$ cat src/rtl/scheduler_if.sv
// -----------------------------------------------------------------------------
// scheduler_if
// Bus between the channel register bank, the scheduler and the downstream link.
//   r0..r3    channel words presented to the scheduler (DATA_WIDTH each)
//   data_out  registered scheduled word                (DATA_WIDTH)
//   ch_sel    registered index of the channel on data_out (2 bits)
//   valid     registered; 1 = data_out carries a scheduled word
// Modports:
//   master  - the side that supplies the channel words and observes the output
//   slave   - the scheduler itself
// -----------------------------------------------------------------------------
interface scheduler_if #(
  parameter int DATA_WIDTH = 16
);
  logic [DATA_WIDTH-1:0] r0;
  logic [DATA_WIDTH-1:0] r1;
  logic [DATA_WIDTH-1:0] r2;
  logic [DATA_WIDTH-1:0] r3;
  logic [DATA_WIDTH-1:0] data_out;
  logic [1:0]            ch_sel;
  logic                  valid;

  modport master (
    output r0, r1, r2, r3,
    input  data_out, ch_sel, valid
  );

  modport slave (
    input  r0, r1, r2, r3,
    output data_out, ch_sel, valid
  );
endinterface

$ cat src/rtl/scheduler.sv
// -----------------------------------------------------------------------------
// scheduler
// Weighted round-robin time-division scheduler. Four channel words are
// serialised onto one registered output bus, one word per clock. Channel i
// receives Wi consecutive slots before the pointer moves on; Wi = 0 disables
// the channel. There is no backpressure.
//
// Ports:
//   clk   system clock, all state updates on the rising edge
//   rst   synchronous, active-high reset
//   bus   scheduler_if.slave: r0..r3 in, data_out/ch_sel/valid out (registered)
//
// Parameters: DATA_WIDTH, W0..W3 (4-bit slot weights, 0 = channel disabled).
//
// Optional feature macro: SCHED_SKIP_ZERO_EN
//   When defined, a channel whose current word is zero is treated as idle for
//   that cycle and skipped in the same search as disabled channels. When no
//   channel is eligible, valid/data_out/ch_sel go to zero and ptr/cnt hold.
// -----------------------------------------------------------------------------
module scheduler #(
  parameter int         DATA_WIDTH = 16,
  parameter logic [3:0] W0         = 4'd1,
  parameter logic [3:0] W1         = 4'd1,
  parameter logic [3:0] W2         = 4'd1,
  parameter logic [3:0] W3         = 4'd1
) (
  input  logic       clk,
  input  logic       rst,
  scheduler_if.slave bus
);

  logic [3:0]            weight_s [4];
  logic [DATA_WIDTH-1:0] word_s   [4];
  logic [3:0]            eligible_s;
  logic [7:0]            eligible_dbl_s;
  logic [3:0]            rot_s;
  logic [1:0]            off_s;
  logic                  found_s;
  logic [1:0]            grant_s;
  logic [3:0]            cnt_base_s;
  logic [3:0]            cnt_next_s;
  logic                  last_slot_s;

  logic [1:0]            ptr_r;
  logic [3:0]            cnt_r;

  assign weight_s[0] = W0;
  assign weight_s[1] = W1;
  assign weight_s[2] = W2;
  assign weight_s[3] = W3;

  assign word_s[0] = bus.r0;
  assign word_s[1] = bus.r1;
  assign word_s[2] = bus.r2;
  assign word_s[3] = bus.r3;

  // Per-channel eligibility for a slot this cycle.
  always_comb begin
    for (int i = 0; i < 4; i++) begin
`ifdef SCHED_SKIP_ZERO_EN
      eligible_s[i] = (weight_s[i] != 4'd0) && (word_s[i] != {DATA_WIDTH{1'b0}});
`else
      eligible_s[i] = (weight_s[i] != 4'd0);
`endif
    end
  end

  // Rotate eligibility so bit k stands for channel (ptr + k) mod 4; the
  // lowest set bit is then the first eligible channel in round-robin order.
  assign eligible_dbl_s = {eligible_s, eligible_s};
  assign rot_s          = eligible_dbl_s[ptr_r +: 4];

  // Priority-encode the rotated eligibility into an offset from ptr.
  always_comb begin
    found_s = 1'b1;
    off_s   = 2'd0;
    casez (rot_s)
      4'b???1: off_s = 2'd0;
      4'b??10: off_s = 2'd1;
      4'b?100: off_s = 2'd2;
      4'b1000: off_s = 2'd3;
      default: begin
        found_s = 1'b0;
        off_s   = 2'd0;
      end
    endcase
  end

  assign grant_s = ptr_r + off_s;

  // Slots already used only carry over when the grant stays on ptr; a jump
  // to another channel starts that channel's slot count afresh.
  assign cnt_base_s  = (off_s == 2'd0) ? cnt_r : 4'd0;
  assign cnt_next_s  = cnt_base_s + 4'd1;
  assign last_slot_s = (cnt_next_s == weight_s[grant_s]);

  // Output registers and round-robin pointer / slot counter.
  always_ff @(posedge clk) begin
    if (rst) begin
      bus.data_out <= {DATA_WIDTH{1'b0}};
      bus.ch_sel   <= 2'd0;
      bus.valid    <= 1'b0;
      ptr_r        <= 2'd0;
      cnt_r        <= 4'd0;
    end else if (found_s) begin
      bus.data_out <= word_s[grant_s];
      bus.ch_sel   <= grant_s;
      bus.valid    <= 1'b1;
      if (last_slot_s) begin
        ptr_r <= grant_s + 2'd1;
        cnt_r <= 4'd0;
      end else begin
        ptr_r <= grant_s;
        cnt_r <= cnt_next_s;
      end
    end else begin
      bus.data_out <= {DATA_WIDTH{1'b0}};
      bus.ch_sel   <= 2'd0;
      bus.valid    <= 1'b0;
      ptr_r        <= ptr_r;
      cnt_r        <= cnt_r;
    end
  end

endmodule

$ cat src/flat_wrapper.sv
// flat-port wrapper written by rule: the top's interface ports become plain ports
module scheduler_flat 
#(
  parameter int         DATA_WIDTH = 16,
  parameter logic [3:0] W0         = 4'd1,
  parameter logic [3:0] W1         = 4'd1,
  parameter logic [3:0] W2         = 4'd1,
  parameter logic [3:0] W3         = 4'd1
)
  (clk, rst, bus_r0, bus_r1, bus_r2, bus_r3, bus_data_out, bus_ch_sel, bus_valid);
  scheduler_if #(.DATA_WIDTH(DATA_WIDTH)) bus_i ();
  input  logic clk;
  input  logic rst;
  input wire logic [$bits(bus_i.r0)-1:0] bus_r0;
  input wire logic [$bits(bus_i.r1)-1:0] bus_r1;
  input wire logic [$bits(bus_i.r2)-1:0] bus_r2;
  input wire logic [$bits(bus_i.r3)-1:0] bus_r3;
  output wire logic [$bits(bus_i.data_out)-1:0] bus_data_out;
  output wire logic [$bits(bus_i.ch_sel)-1:0] bus_ch_sel;
  output wire logic [$bits(bus_i.valid)-1:0] bus_valid;
  assign bus_i.r0 = bus_r0;
  assign bus_i.r1 = bus_r1;
  assign bus_i.r2 = bus_r2;
  assign bus_i.r3 = bus_r3;
  assign bus_data_out = bus_i.data_out;
  assign bus_ch_sel = bus_i.ch_sel;
  assign bus_valid = bus_i.valid;
  scheduler #(.DATA_WIDTH(DATA_WIDTH), .W0(W0), .W1(W1), .W2(W2), .W3(W3)) u_core (.clk(clk), .rst(rst), .bus(bus_i));
endmodule
$ cat config.mk
export PLATFORM = sky130hd
export DESIGN_NAME = scheduler_flat
export DESIGN_NICKNAME = d
export VERILOG_FILES = /design/src/rtl/scheduler_if.sv /design/src/rtl/scheduler.sv /design/src/flat_wrapper.sv
export SDC_FILE = /design/constraint.sdc
export NUM_CORES = 1
export LEC_CHECK = 0
export ABC_AREA = 1
export CORE_MARGIN = 2
export CORE_UTILIZATION = 35
export CTS_CLUSTER_DIAMETER = 30
export DETAILED_ROUTE_END_ITERATION = 16
export PLACE_DENSITY = 0.8
export SLEW_MARGIN = 15
export SYNTH_ARGS = -nofsm -noshare
export SYNTH_HDL_FRONTEND = slang
export SYNTH_SLANG_ARGS = --single-unit
$ cat constraint.sdc
create_clock -name clk -period 1.7 [get_ports clk]
set_clock_uncertainty 0.2 [all_clocks]
set_input_delay 0.255 -clock clk [delete_from_list [all_inputs] [get_ports clk]]
set_output_delay 0.255 -clock clk [all_outputs]
set_load 0.05 [all_outputs]
Word level (Yosys, flattened, before mapping). Cells that the tools add are included.

$add $sub $neg: 3. $lt $le $gt $ge: 1. Eq/ne operators: 4. Shifts and indexed selects: 1. Multiplexer cells: 12. Bitwise operators: 2. Reduce and logical (&&, ||, !) cells: 3.

Operators with widths (count): 16-bit binary-select mux with 2-bit select (1); 16-bit two-way mux (2); 4-bit two-way mux (4); 4-bit binary-select mux with 2-bit select (1); 8-bit by 3-bit variable part select with 4-bit output (first input constant) (1); 2-bit one-hot mux with 3 select lines (1); 4-bit by 1-bit adder with 4-bit output (second input constant) (1); 4-bit == test (1); 4-bit == test (second input constant) (1); 4-bit OR reduction (1); 3-bit == test (second input constant) (1); 3-bit >= comparator (second input constant) (1); 2-bit inverter with 3-bit output (1); 2-bit by 1-bit adder with 2-bit output (second input constant) (1); 2-bit adder (1); 2-bit == test (second input constant) (1); 2-bit zero test (1); 1-bit two-way mux (2); 2-bit two-way mux (1); 2-bit OR reduction (1); 1-bit inverter (1).

Register bits: 25.

Longest topological paths before layout.
Depth in word-level cells: 10. Depth in mapped cells: 8. Mapped depth without buffers: 8.

Least setup slack after synthesis. No wires, ideal clock.

Kind: register -> register. Start point: register u_core.cnt_r[0]. End point: register u_core.cnt_r[2]. Arrival time: 1001 ps. Setup slack: 382 ps. Cell stages (with the launch flop): 9. Buffers on the path: 0. Period minus slack after synthesis: 1318 ps. Cell sequence: dfxtp_1 -> ha_1 -> inv_1 -> nand2_1 -> nand2_1 -> nor2_2 -> nand2_1 -> nand2_1 -> a21oi_1.

Cells in the longest elaborated chain, start to end: 4.

Ends and longest elaborated chain: start: declaration (RTL line scheduler.sv:45) `logic [3:0] cnt_r;`; start signal: assignment (RTL line scheduler.sv:114) `cnt_r <= cnt_next_s;`; start signal: assignment (RTL line scheduler.sv:121) `cnt_r <= cnt_r;`; 4-bit two-way mux * (RTL line scheduler.sv:93) `assign cnt_base_s = (off_s == 2'd0) ? cnt_r : 4'd0;`; 4-bit by 1-bit adder with 4-bit output * (RTL line scheduler.sv:94) `assign cnt_next_s = cnt_base_s + 4'd1;`; 4-bit == test (RTL line scheduler.sv:95) `assign last_slot_s = (cnt_next_s == weight_s[grant_s]);`; 4-bit two-way mux * (RTL line scheduler.sv:109) `if (last_slot_s) begin`.

Mark *: on every way between the ends. The rest lies on a longest branch, timed or not. A chain may end at the register's enable or synchronous reset.

Final worst setup path.
Start point: register u_core.cnt_r[0]. End point: register u_core.cnt_r[0].

Same word-level chain as after synthesis.

==> reports/qor.csv <==
stage,metric,value,unit
sta,post-route-min-period,1.46,ns
sta,max_freq,685,MHz
global_routing,grt_pass1_wl,5510,um
global_routing,gr-usage-all-layers,17.1,%
routing,ant_nets,0,
clocking,hold_buffers,0,
sta,hold_slack,0.313,ns
sta,layout_setup_ws,0.239,ns
placement,io_buffers,84,
yosys,syn_area,1260,um2
pwr,total_power,1.54,mW
clocking,cts.clk_slew.worst_paths,0.14,ns
clocking,cts_setup_buffers,0,
pwr,swShare,34.8,%
die,fp.coreArea,3390,um2
flow_run,drv_cap,0,
worst_setup_path,endpoint_kind,flop,
layout,layout-drive-gt1-share,11.3,%
routing,dr.pass1.iters,4,
layout,final_util,61.4,%
routing,dr.max_layer_used,met4,
global_routing,grt_start_max_net_pins,35,
routing,wl,3370,um
placement,dpl_cell_area,2060,um2
clocking,cts_resized,0,
pwr,clkPwrFrac,17.7,%
layout,nNetsFinal,334,
layout,final_common_cell,nor2_1,
sta,setup_tns,0,ns
layout,antennaDiodeCount,0,
routing,route.met2.wl,1610,um
die,die_y,64,um
yosys,postSynthAreaPerCell,6.85,um2
sta,worstMarginPinSlew,0.318,ns
yosys,synth_nets,252,
pwr,internal_power,1.01,mW
routing,vias_per_cell,4.59,
placement,placedCellCount,307,
yosys,yosys_warnings,0,
layout,layoutNonFillerInstCount,311,
clocking,clock_path_buffers,2,
sta,rsz0062_at_grt,false,
routing,dr_wl_met3,320,um
yosys,syn_inst,184,
layout,stdcell_area,2080,um2
routing,drcViolationCount,0,
global_routing,grt_pass1_vias,1263,
layout,most-common-layout-cells,"nor2_1 (69), clkdlybuf4s50_1 (65), o21ai_1 (29)",
yosys,synth_cell_types,20,
pwr,power_density,742,nW/um2
die,die_area,4100,um2
routing,met1_length,1410,um
routing,drt-wirelength-per-cell,10.8,um
routing,drt-initial-drc-count,54,
sta,hold_violations,0,
routing,via_count,1429,
global_routing,grt_remaining_overflow,0,
layout,multi_input_area,609,um2
worst_setup_path,critical_path_arrival,1.49,ns
clocking,insertion_delay,0.32,ns
layout,ff_latch_area,500,um2
die,die_w,64,um
pwr,p_switching,538,uW
die,initial_core_util,37.2,%
placement,dp_hpwl,2410,um
worst_setup_path,path_class,flop to flop,
sta,setup_viol,0,
layout,areaGrowthSynthToFinish,65.2,%
worst_setup_path,cp_max_fo,5,
pwr,ir_drop,296,uV
pwr,p_seq_share,42.5,%
status,outcome,"finished, final reports clean",
clocking,cts_tree,done,
sta,fin_crit_sh,85.9,%
clocking,cts_max_level,1,
clocking,clock-sinks,25,
placement,place_ws,0.265,ns
placement,gp_congestion,0.791,
worst_hold_path,holdCritPathClass,input pin to flop,
die,row_count,21,
die,ioPinCount,85,
sta,slew_headroom,78.8,%
clocking,numCtsBuffers,3,
worst_setup_path,crit_required,1.73,ns
pwr,power_frac_comb,39.8,%
global_routing,antenna_found_initial,0,
worst_setup_path,startpoint_type,flop,
yosys,ys_seq_elements,25,
yosys,synth-seq-area-share,39.7,%
clocking,root_buffer,clkbuf_4,
pwr,leakagePower,0.880,nW
sta,report.final.slew_viol_count,0,
layout,fillers,315,
## state kept, by name, summed over array words and instances, names as in the netlist
| register | cells |
|---|---|
| u_core.bus.valid | 1 |
| u_core.bus.data_out | 16 |
| u_core.bus.ch_sel | 2 |
| u_core.ptr_r | 2 |
| u_core.cnt_r | 4 |
## power groups by stage
stage / Clock, mW / Combinational [mW] / Sequential (mW)
after global routing: 0.307 / 0.667 / 0.661
after CTS: 0.284 / 0.621 / 0.656
after floorplan: 0 / 0.209 / 0.834
after global placement: 0 / 0.615 / 0.669
after detailed placement: 0 / 0.619 / 0.669
final: 0.274 / 0.615 / 0.656
## critical path: stages (launching register included)
cell	delay [ns]
dfxtp_1	0.42
ha_1	0.19
inv_1	0.04
nand2_1	0.06
nand2_1	0.06
nor2_2	0.12
nand2_1	0.10
nand2_1	0.11
nor2_1	0.05
## synth_stat cells
library cell | number | area, um2
nor2_1 | 69 | 259
buf_1 | 1 | 3.75
nor2_2 | 1 | 6.26
o21ai_0 | 3 | 15.0
o21ai_1 | 29 | 145
nand4_1 | 1 | 6.26
dfxtp_1 | 25 | 500
inv_4 | 1 | 6.26
xor2_1 | 1 | 8.76
buf_2 | 3 | 15.0
nand3_1 | 3 | 15.0
ha_1 | 2 | 25.0
inv_6 | 1 | 8.76
inv_1 | 8 | 30.0
clkbuf_1 | 1 | 3.75
nand2_1 | 9 | 33.8
buf_8 | 2 | 30.0
a21oi_1 | 19 | 95.1
buf_6 | 4 | 45.0
buf_4 | 1 | 7.51
## routing by layer
metal,global-route usage [%],up-vias
met5,0,-
met4,7.34,0
met3,3.87,4
met2,30.6,68
met1,19.2,607
li1,-,750
## cell families (layout without fill, tap and decap cells)
kind of cell / after synthesis / in the layout / share of synthesized area [%]
AND/OR/NAND/NOR: 83 / 83 / 25.4
AO/OA/AOI/OAI: 51 / 51 / 20.3
flip-flops: 25 / 25 / 39.7
buffers and inverters: 22 / 103 / 11.9
adder cells (fa/ha/maj): 2 / 2 / 1.99
XOR/XNOR: 1 / 1 / 0.695
## final timing paths
kind                                            startpoint                           to  slack, ns  depth (start not counted)
worst min register to register  u_core.cnt_r[0]$_SDFF_PP0_   u_core.cnt_r[0]$_SDFF_PP0_       0.32                          1
worst max-delay path            u_core.cnt_r[0]$_SDFF_PP0_   u_core.cnt_r[0]$_SDFF_PP0_       0.24                          8
worst min-delay path                                   rst  u_core.bus.valid$_SDFF_PP0_       0.31                          2
worst max register to register  u_core.cnt_r[0]$_SDFF_PP0_   u_core.cnt_r[0]$_SDFF_PP0_       0.24                          8
## area by class of cell
| type | instances | share of cell area [%] |
|---|---|---|
| Clock buffer | 4 | 1.26 |
| Inverter | 10 | 2.16 |
| Multi-Input combinational cell | 137 | 29.3 |
| Sequential cell | 25 | 24.0 |
| Tap cell | 46 | 2.76 |
| Timing Repair Buffer | 89 | 40.5 |
(Power assumes the default switching activity.)
==> variant 1, RTL diff (same flow settings) <==
`DATA_WIDTH` is set to 16 in 3 places; all go to 18.
--- a/src/rtl/scheduler_if.sv
+++ b/src/rtl/scheduler_if.sv
@@ -10,7 +10,7 @@
 //   slave   - the scheduler itself
 // -----------------------------------------------------------------------------
 interface scheduler_if #(
-  parameter int DATA_WIDTH = 16
+  parameter int DATA_WIDTH = 18
 );
   logic [DATA_WIDTH-1:0] r0;
   logic [DATA_WIDTH-1:0] r1;
--- a/src/rtl/scheduler.sv
+++ b/src/rtl/scheduler.sv
@@ -18,7 +18,7 @@
 //   channel is eligible, valid/data_out/ch_sel go to zero and ptr/cnt hold.
 // -----------------------------------------------------------------------------
 module scheduler #(
-  parameter int         DATA_WIDTH = 16,
+  parameter int         DATA_WIDTH = 18,
   parameter logic [3:0] W0         = 4'd1,
   parameter logic [3:0] W1         = 4'd1,
   parameter logic [3:0] W2         = 4'd1,
--- a/src/flat_wrapper.sv
+++ b/src/flat_wrapper.sv
@@ -1,7 +1,7 @@
 // flat-port wrapper written by rule: the top's interface ports become plain ports
 module scheduler_flat 
 #(
-  parameter int         DATA_WIDTH = 16,
+  parameter int         DATA_WIDTH = 18,
   parameter logic [3:0] W0         = 4'd1,
   parameter logic [3:0] W1         = 4'd1,
   parameter logic [3:0] W2         = 4'd1,
Interface: changed (5 resized); port bits go from 85 to 95. The function was not compared with the original's and may differ.
==> variant 1 against the unedited design <==
Core utilization is 1.0 points higher; cell area is 9.8% higher; area after synthesis is 5.7% higher; setup slack worse by 0.032 ns; highest routed layer unchanged; combinational power is 10% higher; cell count is 9.3% higher; power is 12% higher; sequential cell count is 2 higher; wire length is 15% higher; largest cell class unchanged.
==> variant 1: results (changes against the unedited design) <==
Placed design
  • IO Port Bufs: 94 (+12%)
  • Dpl cells: 336 (+9.4%)
  • Placer Congestion: 0.808 (+2.1%)
  • Post-DP HPWL: 2980 um (+24%)

GRT
  • All-Layer GR Usage: 18.2% (+1.1 points)
  • Met3 usage in global routing: 2.40% (-1.5 points)
  • Global-route wire length before repair: 6300 um (+14%)
  • Vias in the first global route: 1,470 (+16%)
  • Met1 usage: 21.2% (+1.9 points)
  • Largest net degree at the start of global routing: 39 (+11%)
  • Initial antenna violation count: 0 (unchanged)
  • Met2 Track Usage GR: 34.7% (+4.1 points)

Clocking
  • Clock-pin slew on the worst setup and hold paths: 0.09 ns (-0.05 ns)
  • Clk buf depth: 2 (unchanged)
  • Post-CTS Setup Inserts: 0 (unchanged)
  • TritonCTS buffer count: 3 (unchanged)
  • Clk root buf: clkbuf_8
  • CTS resizes: 0 (unchanged)
  • H-tree depth: 1 (unchanged)
  • Worst-skew pair later-pin latency: 0.26 ns (-0.06 ns)

Synth
  • Top cells by area, synth: dfxtp_1 41%, nor2_1 22%, a21oi_1 7.9%, o21ai_1 7.1%, o21ai_0 6.4%
  • Syn nets: 277 (+9.9%)
  • Mean area per synthesized cell: 6.62 um^2 (-3.3%)
  • Unique cell type count in the Yosys netlist: 19 (-5.0%)
  • Commonest cells in the netlist: 77 x nor2_1, 27 x dfxtp_1, 21 x a21oi_1
  • Async SR Flop Fraction: 0% (unchanged)
  • Seq/Total Area, Yosys: 40.6% (+0.88 points)
  • Synth Flop Type: dfxtp_1
  • Synth Warn #: 0 (unchanged)

Worst setup path
  • Max FO, Critical Path: 5 (unchanged)
  • CP Data Arrival Time: 1.45 ns (-0.04 ns)
  • CP peak stage delay: about 0.4 ns
  • Slowest-stage cell, CP: dfxtp_1
  • Top Family by Delay on Critical Path: simple AND/OR/NAND/NOR gates

Detailed routing
  • Initial drt markers: 67 (+24%)
  • Routed wire per std cell: 11.4 um (+5.3%)
  • Total Wirelength: 3880 um (+15%)
  • Drt pass-1 iters: 4 (unchanged)
  • DR vias: 1,550 (+8.5%)

Layout
  • Max reg flops: 18 (+2)
  • Biggest regs: u_core.bus.data_out x18, u_core.cnt_r x4
  • Inserted Diodes: 0 (unchanged)
  • Layout Nets: 369 (+10%)
  • Share of cells above drive strength 1: 11.3% (-0.019 points)
  • Fillers: 363 (+15%)

Pwr
  • Worst vdd ir: 0.000416 V (+40%)
  • Pleak: 0.966 nW (+9.8%)
  • Cell Int Power: 1.16 mW (+15%)

Run status
  • Status: finished clean

Worst hold path
  • Worst Hold Class: register to register

STA
  • Worst-margin pin slew: 0.576 ns (+0.259 ns)
-- variant 1: cell type report --
| cell class | count | area, um^2 | share of cell area, % |
|---|---|---|---|
| Timing Repair Buffer | 100 | 933 | 40.8 |
| Multi-Input combinational cell | 151 | 669 | 29.3 |
| Sequential cell | 27 | 541 | 23.6 |
| Tap cell | 48 | 60.1 | 2.63 |
| Clock buffer | 4 | 45.0 | 1.97 |
| Inverter | 10 | 37.5 | 1.64 |
-- variant 1: routing by layer --
layer	vias up	routed length, um
li1	824	-
met1	684	1600
met2	40	2090
met3	2	172
met4	0	23
met5	-	0
-- variant 1: through the flow --
stage	setup slack [ns]	util, %	area, um^2
floorplan	0.350	-	1330
global placement	0.274	61.2	2240
detailed placement	0.231	61.2	2240
CTS	0.218	62.4	2290
global route	0.0606	62.4	2290
finish	0.208	62.4	2290
-- variant 1: worst paths after layout --
check | startpoint | to | slack, ns | cells past startpoint
max | u_core.cnt_r[0] | u_core.cnt_r[2] | 0.21 | 8
min | u_core.cnt_r[0] | u_core.cnt_r[0] | 0.29 | 1
max reg2reg | u_core.cnt_r[0] | u_core.cnt_r[2] | 0.21 | 8
min reg2reg | u_core.cnt_r[0] | u_core.cnt_r[0] | 0.29 | 1
-- variant 1: cell families after synthesis --
family	synth area share, %
AO/OA/AOI/OAI	21.4
XOR/XNOR	0.658
adder cells (fa/ha/maj)	1.88
buffers and inverters	9.12
flip-flops	40.6
AND/OR/NAND/NOR	26.3
-- variant 1: power groups by stage --
stage | Sequential, mW | Clock, mW | Combinational [mW]
floorplan | 0.910 | 0 | 0.206
global placement | 0.722 | 0 | 0.677
detailed placement | 0.723 | 0 | 0.683
CTS | 0.709 | 0.361 | 0.684
global route | 0.713 | 0.385 | 0.735
finish | 0.708 | 0.351 | 0.678
==> variant 2, RTL diff (config.mk and constraints unchanged) <==
Made on the original files. Make the reset (`rst`) asynchronous in one clocked block. Comments in the files are not updated.
--- a/src/rtl/scheduler.sv
+++ b/src/rtl/scheduler.sv
@@ -95,7 +95,7 @@
   assign last_slot_s = (cnt_next_s == weight_s[grant_s]);
 
   // Output registers and round-robin pointer / slot counter.
-  always_ff @(posedge clk) begin
+  always_ff @(posedge clk or posedge rst) begin
     if (rst) begin
       bus.data_out <= {DATA_WIDTH{1'b0}};
       bus.ch_sel   <= 2'd0;
Function: differs if rst is asserted again (counterexample within 4 cycles, from zero or initial values and one cycle with rst high); with rst held inactive, the same outputs for 10 cycles.
==> variant 2 against the unedited design <==
Global-route usage is 0.27 points higher; area after synthesis is 0.99% higher; setup slack better by 0.083 ns; sequential cell count unchanged; wire length shrank 1.5%; cell area grew 0.42%; highest routed layer unchanged.
Power is not compared: it rests on default switching activity, and its combinational part moved more than twofold at a synthesized area within 25%.
==> variant 2: results (changes against the unedited design) <==
Detailed routing
  • Via density: 4.75 (+3.3%)
  • Met2 WL post-DR: 1770 um (+10%)
  • Total Wirelength: 3320 um (-1.5%)
  • Metal-1 WL: 1330 um (-5.5%)
  • Met3 routed WL: 164 um (-49%)
  • Initial drt markers: 35 (-35%)
  • Top Metal Used: met4

Placed design
  • Post-DP HPWL: 2520 um (+4.6%)
  • Placer Congestion: 0.744 (-6.0%)
  • Placement Cell Area: 2060 um^2 (+0.43%)

Clocking
  • Worst-skew pair later-pin latency: 0.32 ns (about the same)
  • CTS resizes: 0 (unchanged)

GRT
  • Met2 Track Usage GR: 32.9% (+2.3 points)
  • Met3 usage in global routing: 2.46% (-1.4 points)
  • Met1 usage: 19.1% (-0.10 points)
  • Vias in the first global route: 1,277 (+1.1%)
  • All-Layer GR Usage: 17.4% (+0.27 points)
  • Global-route wire length before repair: 5580 um (+1.3%)

Layout
  • Share of cells above drive strength 1: 14.5% (+3.2 points)
  • Layout Nets: 296 (-11%)
  • Fillers: 311 (-1.3%)

Synth
  • Top cells by area, synth: dfrtp_1 49%, o21ai_1 10%, nor2_1 9.4%, o22ai_1 7.9%, buf_6 6.2%
  • Async SR Flop Fraction: 100% (+100 points)
  • XOR/XNOR share of the synthesized area: 0.688% (-0.0068 points)
  • Synth Flop Type: dfrtp_1
  • Compound-gate portion of the synthesized area: 20.8% (+0.59 points)
  • Adder-Cell Fraction of Synth Area: 1.97% (-0.020 points)
  • Commonest cells in the netlist: 32 x nor2_1, 26 x o21ai_1, 25 x dfrtp_1
  • Syn nets: 213 (-15%)
  • Seq/Total Area, Yosys: 49.2% (+9.4 points)

Worst setup path
  • R2R depth: 7 (-1)
  • R2R setup slack: 0.32 ns (+0.08 ns)
  • CP peak stage delay: 0.44 ns (+0.02 ns)
  • Critical register-to-register path startpoint: u_core.cnt_r[0]
  • CP Data Arrival Time: 1.41 ns (-0.08 ns)
  • Worst setup SP type: register
  • Top Family by Delay on Critical Path: flip-flops
  • Max FO, Critical Path: 5 (unchanged)
  • Slowest-stage cell, CP: dfrtp_1
  • Worst setup endpoint: u_core.ptr_r[0]

Worst hold path
  • Worst Hold Class: input port to asynchronous set/reset pin

Run status
  • Status: finished clean
[variant 2: cell count changes in the layout (fill, tap and decap cells not counted), moves of 2 or more]
cell / change
a21oi_1: -18
dfrtp_1: +25
dfxtp_1: -25
nand2_1: -2
nand2_2: +3
nor2_1: -37
o21ai_0: +3
o21ai_1: -3
o22ai_1: +16
[variant 2: power by group through the flow]
| stage | Clock [mW] | Sequential, mW | Combinational [mW] |
|---|---|---|---|
| after floorplan | 0 | 0.707 | 0.0376 |
| after global placement | 0 | 0.632 | 0.307 |
| after detailed placement | 0 | 0.632 | 0.309 |
| after CTS | 0.276 | 0.621 | 0.309 |
| after global routing | 0.304 | 0.623 | 0.326 |
| final | 0.269 | 0.621 | 0.307 |
[variant 2: layout make-up]
cell class	instances	area, um^2	area share, %
Multi-Input combinational cell	100	500	23.9
Tap cell	46	57.6	2.75
Inverter	10	45.0	2.15
Sequential cell	25	626	29.9
Timing Repair Buffer	88	836	40.0
Clock buffer	4	26.3	1.26
[variant 2: worst min-delay path by stage]
stage	to	slack, ns	cells after the start
after floorplan	u_core.bus.ch_sel[0]	0.08	1
after global placement	u_core.cnt_r[0]	0.29	1
after detailed placement	u_core.cnt_r[0]	0.30	1
after CTS	u_core.bus.data_out[9]	0.08	3
after global routing	u_core.bus.data_out[9]	0.11	3
final	u_core.bus.data_out[9]	0.07	3
[variant 2: per-stage QoR]
stage,setup WS (ns),power (mW),std cells
3_5_place_dp,0.327,0.941,269
6_report,0.322,1.20,273
4_1_cts,0.311,1.21,273
2_1_floorplan,0.383,0.744,145
3_3_place_gp,0.352,0.939,269
5_1_grt,0.188,1.25,273
[variant 2: worst min-delay path: stages]
cell and delay (ns):
clkdlybuf4s50_1 0.40, inv_1 0.05, buf_4 0.30
